### config.mk
export PLATFORM = sky130hd
export DESIGN_NAME = ixc_osf_mb_sched_flat
export DESIGN_NICKNAME = d
export VERILOG_FILES = /design/src/rtl/ixc_osf_mb_sched_if.sv /design/src/rtl/ixc_osf_mb_sched.sv /design/src/flat_wrapper.sv
export SDC_FILE = /design/constraint.sdc
export NUM_CORES = 1
export LEC_CHECK = 0
export ABC_AREA = 1
export CORE_MARGIN = 2
export CORE_UTILIZATION = 34
export CTS_BUF_LIST = sky130_fd_sc_hd__clkbuf_2
export DETAILED_ROUTE_END_ITERATION = 16
export DONT_BUFFER_PORTS = 1
export GPL_TIMING_DRIVEN = 0
export PLACE_DENSITY_LB_ADDON = 0.1
export SLEW_MARGIN = 20
export SYNTH_ARGS = -nofsm -noshare
export SYNTH_HDL_FRONTEND = slang
export SYNTH_SLANG_ARGS = --single-unit
### constraint.sdc
create_clock -name clk -period 2.19 [get_ports clk]
set_input_delay 0.438 -clock clk [delete_from_list [all_inputs] [get_ports clk]]
set_output_delay 0.438 -clock clk [all_outputs]
set_load 0.03 [all_outputs]
### src/rtl/ixc_osf_mb_sched_if.sv
// Requester/mailbox bundle for ixc_osf_mb_sched; master drives requests and the ack, slave is the scheduler.
interface ixc_osf_mb_sched_if #(
  parameter int NREQ = 4,
  parameter int DW   = 20,
  parameter int TW   = 8
);
  logic [NREQ-1:0]    req;
  logic [NREQ*DW-1:0] req_data;
  logic [NREQ-1:0]    gnt;
  logic [DW-1:0]      mb_vec;
  logic               mb_ev;
  logic               mb_ack;
  logic [TW-1:0]      tmo_limit;
  logic               err_clr;
  logic               busy;
  logic               tmo_err;

  modport master (
    output req, req_data, mb_ack, tmo_limit, err_clr,
    input  gnt, mb_vec, mb_ev, busy, tmo_err
  );

  modport slave (
    input  req, req_data, mb_ack, tmo_limit, err_clr,
    output gnt, mb_vec, mb_ev, busy, tmo_err
  );
endinterface

### src/rtl/ixc_osf_mb_sched.sv
// Round-robin scheduler posting one requester vector at a time to the OSF mailbox; gnt/mb_ev one cycle after req.
// Requests are held off while busy; defining IXC_OSF_SCHED_TMO_EN adds an ack timeout with a sticky tmo_err.
module ixc_osf_mb_sched #(
  parameter int NREQ = 4,
  parameter int DW   = 20,
  parameter int TW   = 8
) (
  input logic               clk,
  input logic               rst_n,
  ixc_osf_mb_sched_if.slave bus
);
  localparam int IW = (NREQ > 1) ? $clog2(NREQ) : 1;

  typedef enum logic [1:0] {S_IDLE, S_POST, S_WAIT} state_t;

  state_t          r_state;
  logic [NREQ-1:0] r_gnt;
  logic [DW-1:0]   r_mb_vec;
  logic            r_mb_ev;
  logic [IW-1:0]   r_last;

  logic            w_found;
  logic [IW-1:0]   w_win;
  logic [IW-1:0]   w_idx;
  logic            w_tmo;

  // Scan upward from the slot after the last winner, wrapping once around.
  always_comb begin
    w_found = 1'b0;
    w_win   = '0;
    w_idx   = '0;
    for (int k = 1; k <= NREQ; k++) begin
      w_idx = IW'((int'(r_last) + k) % NREQ);
      if (!w_found && bus.req[w_idx]) begin
        w_found = 1'b1;
        w_win   = w_idx;
      end
    end
  end

`ifdef IXC_OSF_SCHED_TMO_EN
  logic [TW-1:0] r_cnt;
  logic          r_tmo_err;

  // Fires in WAIT cycle max(tmo_limit,1); an ack arriving in that same cycle takes precedence.
  assign w_tmo = (r_state == S_WAIT) && !bus.mb_ack &&
                 (({1'b0, r_cnt} + 1'b1) >= {1'b0, bus.tmo_limit});
  assign bus.tmo_err = r_tmo_err;
`else
  logic w_unused;
  assign w_unused    = ^{bus.tmo_limit, bus.err_clr};
  assign w_tmo       = 1'b0;
  assign bus.tmo_err = 1'b0;
`endif

  always_ff @(posedge clk or negedge rst_n) begin
    if (!rst_n) begin
      r_state  <= S_IDLE;
      r_gnt    <= '0;
      r_mb_ev  <= 1'b0;
      r_mb_vec <= '0;
      r_last   <= IW'(NREQ - 1);
`ifdef IXC_OSF_SCHED_TMO_EN
      r_cnt     <= '0;
      r_tmo_err <= 1'b0;
`endif
    end else begin
      r_gnt   <= '0;
      r_mb_ev <= 1'b0;
      case (r_state)
        S_IDLE: begin
          if (w_found) begin
            r_state  <= S_POST;
            r_gnt    <= NREQ'(1) << w_win;
            r_mb_ev  <= 1'b1;
            r_mb_vec <= bus.req_data[int'(w_win)*DW +: DW];
            r_last   <= w_win;
          end
        end
        S_POST: r_state <= bus.mb_ack ? S_IDLE : S_WAIT;
        S_WAIT: begin
          if (bus.mb_ack || w_tmo) r_state <= S_IDLE;
        end
        default: r_state <= S_IDLE;
      endcase
`ifdef IXC_OSF_SCHED_TMO_EN
      if (r_state == S_POST) r_cnt <= '0;
      else if (r_state == S_WAIT && !bus.mb_ack) r_cnt <= r_cnt + 1'b1;
      if (w_tmo) r_tmo_err <= 1'b1;
      else if (bus.err_clr) r_tmo_err <= 1'b0;
`endif
    end
  end

  assign bus.gnt    = r_gnt;
  assign bus.mb_ev  = r_mb_ev;
  assign bus.mb_vec = r_mb_vec;
  assign bus.busy   = (r_state != S_IDLE);
endmodule

### src/flat_wrapper.sv
// flat-port wrapper written by rule: the top's interface ports become plain ports
module ixc_osf_mb_sched_flat 
#(
  parameter int NREQ = 4,
  parameter int DW   = 20,
  parameter int TW   = 8
)
  (clk, rst_n, bus_req, bus_req_data, bus_mb_ack, bus_tmo_limit, bus_err_clr, bus_gnt, bus_mb_vec, bus_mb_ev, bus_busy, bus_tmo_err);
  ixc_osf_mb_sched_if #(.NREQ(NREQ), .DW(DW), .TW(TW)) bus_i ();
  input logic clk;
  input logic rst_n;
  input wire logic [$bits(bus_i.req)-1:0] bus_req;
  input wire logic [$bits(bus_i.req_data)-1:0] bus_req_data;
  input wire logic [$bits(bus_i.mb_ack)-1:0] bus_mb_ack;
  input wire logic [$bits(bus_i.tmo_limit)-1:0] bus_tmo_limit;
  input wire logic [$bits(bus_i.err_clr)-1:0] bus_err_clr;
  output wire logic [$bits(bus_i.gnt)-1:0] bus_gnt;
  output wire logic [$bits(bus_i.mb_vec)-1:0] bus_mb_vec;
  output wire logic [$bits(bus_i.mb_ev)-1:0] bus_mb_ev;
  output wire logic [$bits(bus_i.busy)-1:0] bus_busy;
  output wire logic [$bits(bus_i.tmo_err)-1:0] bus_tmo_err;
  assign bus_i.req = bus_req;
  assign bus_i.req_data = bus_req_data;
  assign bus_i.mb_ack = bus_mb_ack;
  assign bus_i.tmo_limit = bus_tmo_limit;
  assign bus_i.err_clr = bus_err_clr;
  assign bus_gnt = bus_i.gnt;
  assign bus_mb_vec = bus_i.mb_vec;
  assign bus_mb_ev = bus_i.mb_ev;
  assign bus_busy = bus_i.busy;
  assign bus_tmo_err = bus_i.tmo_err;
  ixc_osf_mb_sched #(.NREQ(NREQ), .DW(DW), .TW(TW)) u_core (.clk(clk), .rst_n(rst_n), .bus(bus_i));
endmodule
==> impl_metrics.ini, run 1 <==
[logic_synthesis]
synthTopCellsByArea = dfrtp_1, nand3_1, nand2_1, nor2_1, buf_6
synthCells = 315
yosys.cell_count.top_type = nand2_1
synth-edff-count = 0
synth_area_um2 = 2115
synthFlopType = dfrtp_1
avgSynthCellArea_um2 = 6.713
synth_top_area_share_pct = 31.95
ys_top_cells_by_count = nand2_1, nand3_1, dfrtp_1, nor2_1
yosysSeqAreaShare_pct = 34.44
yosys_warnings = 0
ys_ff_latch = 29
synthArstFlopShare_pct = 100.0
yosysTopAreaCell = dfrtp_1
synth_nets = 411
synth_cell_types = 26

[sta]
min_period_over_period_pct = 93.05
setup_viol = 0
max_freq_mhz = 490.7
hold_viol = 0
min_period_ns = 2.038
rsz0062_at_grt = false
finalMaxSlewViolations = 0
tns_ns = 0
fin_worst_skew_ns = 0.02689

[place]
dpl.cell_count = 390
hpwl_um = 4741
port_buffers = 0
gp_congestion = 0.8312

[worst_hold_path]
hold_end = u_core.r_state[1]$_DFFE_PN0P_
min_path_type = in -> reg
holdCritStartpoint = bus_mb_ack
hold_depth = 1

[grt]
grt-ovfl-total = 0
grt-busiest-layer = met2
grt_pass1_wl_um = 10200
antenna_found_initial = 0
use_met1_pct = 23.94
grt_max_degree = 30
grt_use_met3_pct = 4.672
groute.usage.overall_pct = 18.53
grtUsageMet2_pct = 30.13
grt_pass1_vias = 2006

[power]
finalPower_mw = 5.615
combPwrFrac_pct = 69.9
clkPwrFrac_pct = 4.9
power_switching_share_pct = 57.63
p_sw_mw = 3.236
ir_drop_mv = 0.9227
leakagePower_nw = 1.212
pwr-share-seq_pct = 25.2
power.density_nw_per_um2 = 2357
intPower_mw = 2.379

[worst_setup_path]
required_ns = 2.47
reg2regPathDepth = 12
cp_slowest_cell = dfstp_2
r2r-end = u_core.bus.mb_vec[8]$_DFFE_PN0P_
rr_startpoint = u_core.r_last[0]$_DFFE_PN1P_
path_class = reg -> reg
r2r_slack_ns = 0.15
critPathMaxFanout = 10
worstSetupStartpointType = flip-flop
path_cells = buf_8 > nand2_1 > nand3_2 > nand2_2 > nor2_8 > nand4_4 > nand2_4 > inv_2 > buf_6 > buf_4 > nand3_1 > nand2_1
arrival_ns = 2.31
slowest_delay_ns = 0.60
path_common_cell = nand2_1
end_kind = flip-flop

[floorplan]
io_pins = 123
core_um2 = 5956
start_util_pct = 35.50
die_y_um = 82.86
die_width_um = 82.86
num_rows = 28
die-area_um2 = 6866

[cells_and_area]
drive_gt1_share_pct = 19.21
fin_cells = 403
area_delta_synth_final_pct = 12.66
final_nets = 423
diodes = 0

[routing]
via_per_inst = 5.097
drt_wl_total_um = 6456
drc = 0
num_vias = 2054
dr.pass1.iters = 4
ant_nets = 0
drtIter0Drc = 113
wl_per_cell_um = 16.02

[clock_tree]
clkLatencyLatePin_ns = 0.37
clockRootBuffer = clkbuf_2
cts_made_buffers = 5
clkSlewWorstSetupHoldPaths_ns = 0.16
cts_tree = done
clock_sinks = 29
clockBufferDepth = 2
h-tree-depth = 2

[run_status]
run_status = complete, no violations

[run]
max_cap_viol_count = 0
-- critical path, delay by kind of cell, from the launching register on --
family	cells	cell delay, ns
simple gates	8	0.80
buf+inv	4	0.56
flops	1	0.60
-- final cells by class --
type / instances / area, um2
clock inverters: 2 / 10.01
flip-flops and latches: 29 / 728.2
well taps: 75 / 93.84
plain buffers: 20 / 172.7
clock buffers: 6 / 30.03
multi-input cells: 253 / 1246
fillers: 657 / 3573
repair buffers: 5 / 50.05
inverters: 13 / 51.30
-- sequential cells by signal, indices dropped and copies added, names as in the netlist --
signal	count
u_core.bus.mb_vec	20
u_core.bus.gnt	4
u_core.r_last	2
u_core.bus.mb_ev	1
u_core.r_state	2
-- layer usage --
metal / vias up / share of wire, %
met5: - / 0
met4: 0 / 1.9
met3: 11 / 8.3
met2: 105 / 46
met1: 897 / 44
li1: 1041 / -
-- power by group through the flow --
stage | combinational, mW | sequential [mW] | clock, mW
final | 3.93 | 1.41 | 0.277
after CTS | 3.69 | 1.42 | 0.293
after detailed placement | 3.66 | 1.43 | 0
after floorplan | 2.91 | 1.37 | 0
after global routing | 4.43 | 1.45 | 0.321
after global placement | 3.62 | 1.43 | 0
-- placed cells by master, fill, tap and decap left out, drive strengths merged, types with 3 or more instances in the layout --
cell	n
nand2	119
nand3	86
dfrtp	27
nor2	26
buf	19
inv	13
clkbuf	11
or2	10
nand4	5
o21ai	3
-- kinds of logic after synthesis --
kind of cell	synth area share, %
AND/OR/NAND/NOR	54.79
AO/OA/AOI/OAI	1.243
flip-flops	34.44
other	0.1773
buffers and inverters	9.349
-- worst max path at each step --
stage	from	endpoint	slack [ns]	cells past startpoint
after CTS	u_core.r_last[1]$_DFFE_PN1P_	u_core.bus.mb_vec[16]$_DFFE_PN0P_	0.06	9
final	u_core.r_last[0]$_DFFE_PN1P_	u_core.bus.mb_vec[8]$_DFFE_PN0P_	0.15	12
after global routing	u_core.r_last[1]$_DFFE_PN1P_	u_core.bus.mb_vec[0]$_DFFE_PN0P_	0.002	14
after global placement	u_core.r_last[0]$_DFFE_PN1P_	u_core.bus.mb_vec[18]$_DFFE_PN0P_	0.09	12
after detailed placement	u_core.r_last[0]$_DFFE_PN1P_	u_core.bus.mb_vec[1]$_DFFE_PN0P_	0.08	12
after floorplan	u_core.r_last[0]$_DFFE_PN1P_	u_core.bus.mb_vec[10]$_DFFE_PN0P_	0.33	12
-- stage by stage --
stage	hold slack (ns)	utilization (%)	instance area, um2	worst slack (ns)
floorplan	0.1424	-	2115	0.3333
global placement	0.1434	37.08	2208	0.09201
detailed placement	0.1440	37.08	2208	0.07814
CTS	0.1153	38.26	2278	0.05759
global route	0.08827	40.00	2382	0.001658
finish	0.1361	40.00	2382	0.1521
-- timing repair --
| item | CTS | global route |
|---|---|---|
| endpoints found under the hold margin | 29 | 0 |
| hold buffers | 2 | 0 |
| setup endpoints to repair | 0 | 21 |
| resized for setup | 0 | 27 |
| setup buffers | 0 | 2 |
(Power assumes the default switching activity.)
==> run 2: changes to the inputs <==
Settings changed: CORE_MARGIN 2 to not set.
==> run 2 against run 1 <==
Effect of this change:
- maximum frequency shrank 0.42%
- core utilization shrank 0.063 points
- clock-buffer cell count is the same
- clock power grew 41%
- global-route usage grew 0.31 points
- clock skew grew 0.0032 ns
- die area shrank 4.8%
- design area shrank 0.16%
- power grew 0.94%
- flip-flop and latch count is the same
- wire length shrank 2.6%
- setup slack lost 0.0085 ns
==> impl_metrics.ini, run 2 (synthesis gave the netlist of run 1 again) <==
[routing]
wl_met1_um = 2614
met3_wirelength_um = 556
drtIter0Drc = 124
num_vias = 2061
via_per_inst = 5.101
dr_wl_met2_um = 3074
ant_nets = 0
wl_per_cell_um = 15.57
drc = 0
dr.max_layer_used = met4
drt_wl_total_um = 6291
dr.pass1.iters = 4

[power]
ir_drop_mv = 1.022
leakagePower_nw = 1.212
power.density_nw_per_um2 = 2383

[sta]
max_freq_mhz = 488.7
tns_ns = 0
hold_viol = 0
rsz0062_at_grt = true
hold_slack_ns = 0.1578
fin_worst_skew_ns = 0.03008
finalMaxSlewViolations = 0
min_period_ns = 2.046
min_period_over_period_pct = 93.44
setup_viol = 0

[run]
max_cap_viol_count = 0

[clock_tree]
cts_made_buffers = 5
h-tree-depth = 2
clock_sinks = 29
clockRootBuffer = clkbuf_2
clkSlewWorstSetupHoldPaths_ns = 0.17
cts_tree = done
clkLatencyLatePin_ns = 0.36
clockBufferDepth = 2

[worst_setup_path]
arrival_ns = 2.32
required_ns = 2.46
path_class = reg -> reg
end_kind = flip-flop
critPathMaxFanout = 10
worstSetupStartpointType = flip-flop

[worst_hold_path]
min_path_type = in -> reg

[grt]
grt-ovfl-total = 0
grt_pass1_vias = 1922
groute.usage.overall_pct = 18.84
antenna_found_initial = 0
grt_max_degree = 30
grt_pass1_wl_um = 9342

[floorplan]
core_um2 = 5956
io_pins = 123
die_y_um = 80.86
start_util_pct = 35.50
num_rows = 28
die_width_um = 80.86
die-area_um2 = 6538

[cells_and_area]
largest_reg_flops = 20
area_delta_synth_final_pct = 12.49
diodes = 0
final_nets = 424
fin_util_pct = 39.94
drive_gt1_share_pct = 18.24
final_common_cell = nand2_1
most-common-layout-cells = nand2_1, nand3_1, dfrtp_1

[run_status]
run_status = complete, no violations

[place]
gp_congestion = 0.7536
port_buffers = 0
hpwl_um = 4570
==> run 2: cell types whose count changed in the layout (fill, tap and decap cells not counted), moves of 2 or more <==
cell / previous run / this run
nand3_2: 2 / 0
buf_4: 6 / 10
buf_2: 3 / 1
nand3_1: 84 / 86
clkinv_2: 2 / 0
==> run 2: layer usage <==
layer  up-vias  GRT usage (%)
met5         -              0
met4         0          4.464
met3         4          6.180
met2        89          32.52
met1       927          22.47
li1       1041              -
==> run 2: area by class of cell <==
type                       count  area, um2
timing repair buffer           6      60.06
clock buffer                   6      30.03
inverter                      13      53.80
buffer                        20      160.2
tap                           75      93.84
fill                         654       3577
sequential                    29      728.2
multi-input combinational    253       1219
clock inverter                 2      33.78
==> run 2: per-stage QoR <==
step	worst slack [ns]	std cells	power, mW	cell area, um2
floorplan	0.3333	315	4.283	2115
global placement	0.07882	390	5.065	2208
detailed placement	0.09390	390	5.093	2208
CTS	0.06359	400	5.510	2302
global route	-0.01143	404	6.214	2379
finish	0.1436	404	5.668	2379
==> run 2: report_power, final <==
group	total, mW	switching (mW)	internal, mW	leakage, nW
combinational	3.87	2.42	1.45	0.826
clock	0.390	0.195	0.195	0.0406
sequential	1.41	0.593	0.821	0.346
==> run 2: critical path: stages (launching register included) <==
cell and delay, ns:
dfstp_2 0.65, inv_4 0.07, nand2_2 0.06, nand2_2 0.08, nand2_2 0.12, nand2_4 0.07, nor2_8 0.12, nand4_2 0.11
nand2_4 0.12, inv_2 0.08, buf_6 0.15, buf_4 0.17, nand3_1 0.09, nand2_1 0.05
==> run 2: path summary, 6_finish.rpt <==
path	from	slack [ns]	to	depth (start not counted)
max	u_core.r_last[1]$_DFFE_PN1P_	0.14	u_core.bus.mb_vec[11]$_DFFE_PN0P_	13
min	bus_mb_ack	0.16	u_core.r_state[1]$_DFFE_PN0P_	1
max reg2reg	u_core.r_last[1]$_DFFE_PN1P_	0.14	u_core.bus.mb_vec[11]$_DFFE_PN0P_	13
min reg2reg	u_core.r_state[0]$_DFFE_PN0P_	0.56	u_core.r_state[1]$_DFFE_PN0P_	2
max in group asynchronous	rst_n	1.42	u_core.r_last[0]$_DFFE_PN1P_	2
min in group asynchronous	rst_n	0.50	u_core.bus.gnt[2]$_DFF_PN0_	2
==> run 2: repair_timing <==
item                       4_1_cts  5_1_grt
hold endpoints to repair        29        0
hold buffers                     2        0
gates resized for setup          0       20
setup buffers                    0        3
setup endpoints to repair        0       21
==> run 3: changes to the inputs <==
--- a/config.mk
+++ b/config.mk
@@ -18 +18,2 @@
 export SYNTH_SLANG_ARGS = --single-unit
+export TNS_END_PERCENT = 50
--- a/constraint.sdc
+++ b/constraint.sdc
@@ -3,2 +3,2 @@
 set_output_delay 0.438 -clock clk [all_outputs]
-set_load 0.03 [all_outputs]
+set_load 0.005 [all_outputs]
==> results of run 3 <==
Same layout as run 2 (identical final DEF). Status: complete, no violations.
Main changes from that run: total power 5.668 mW -> 5.252 mW; worst IR drop on VDD 1.022 mV -> 1.020 mV
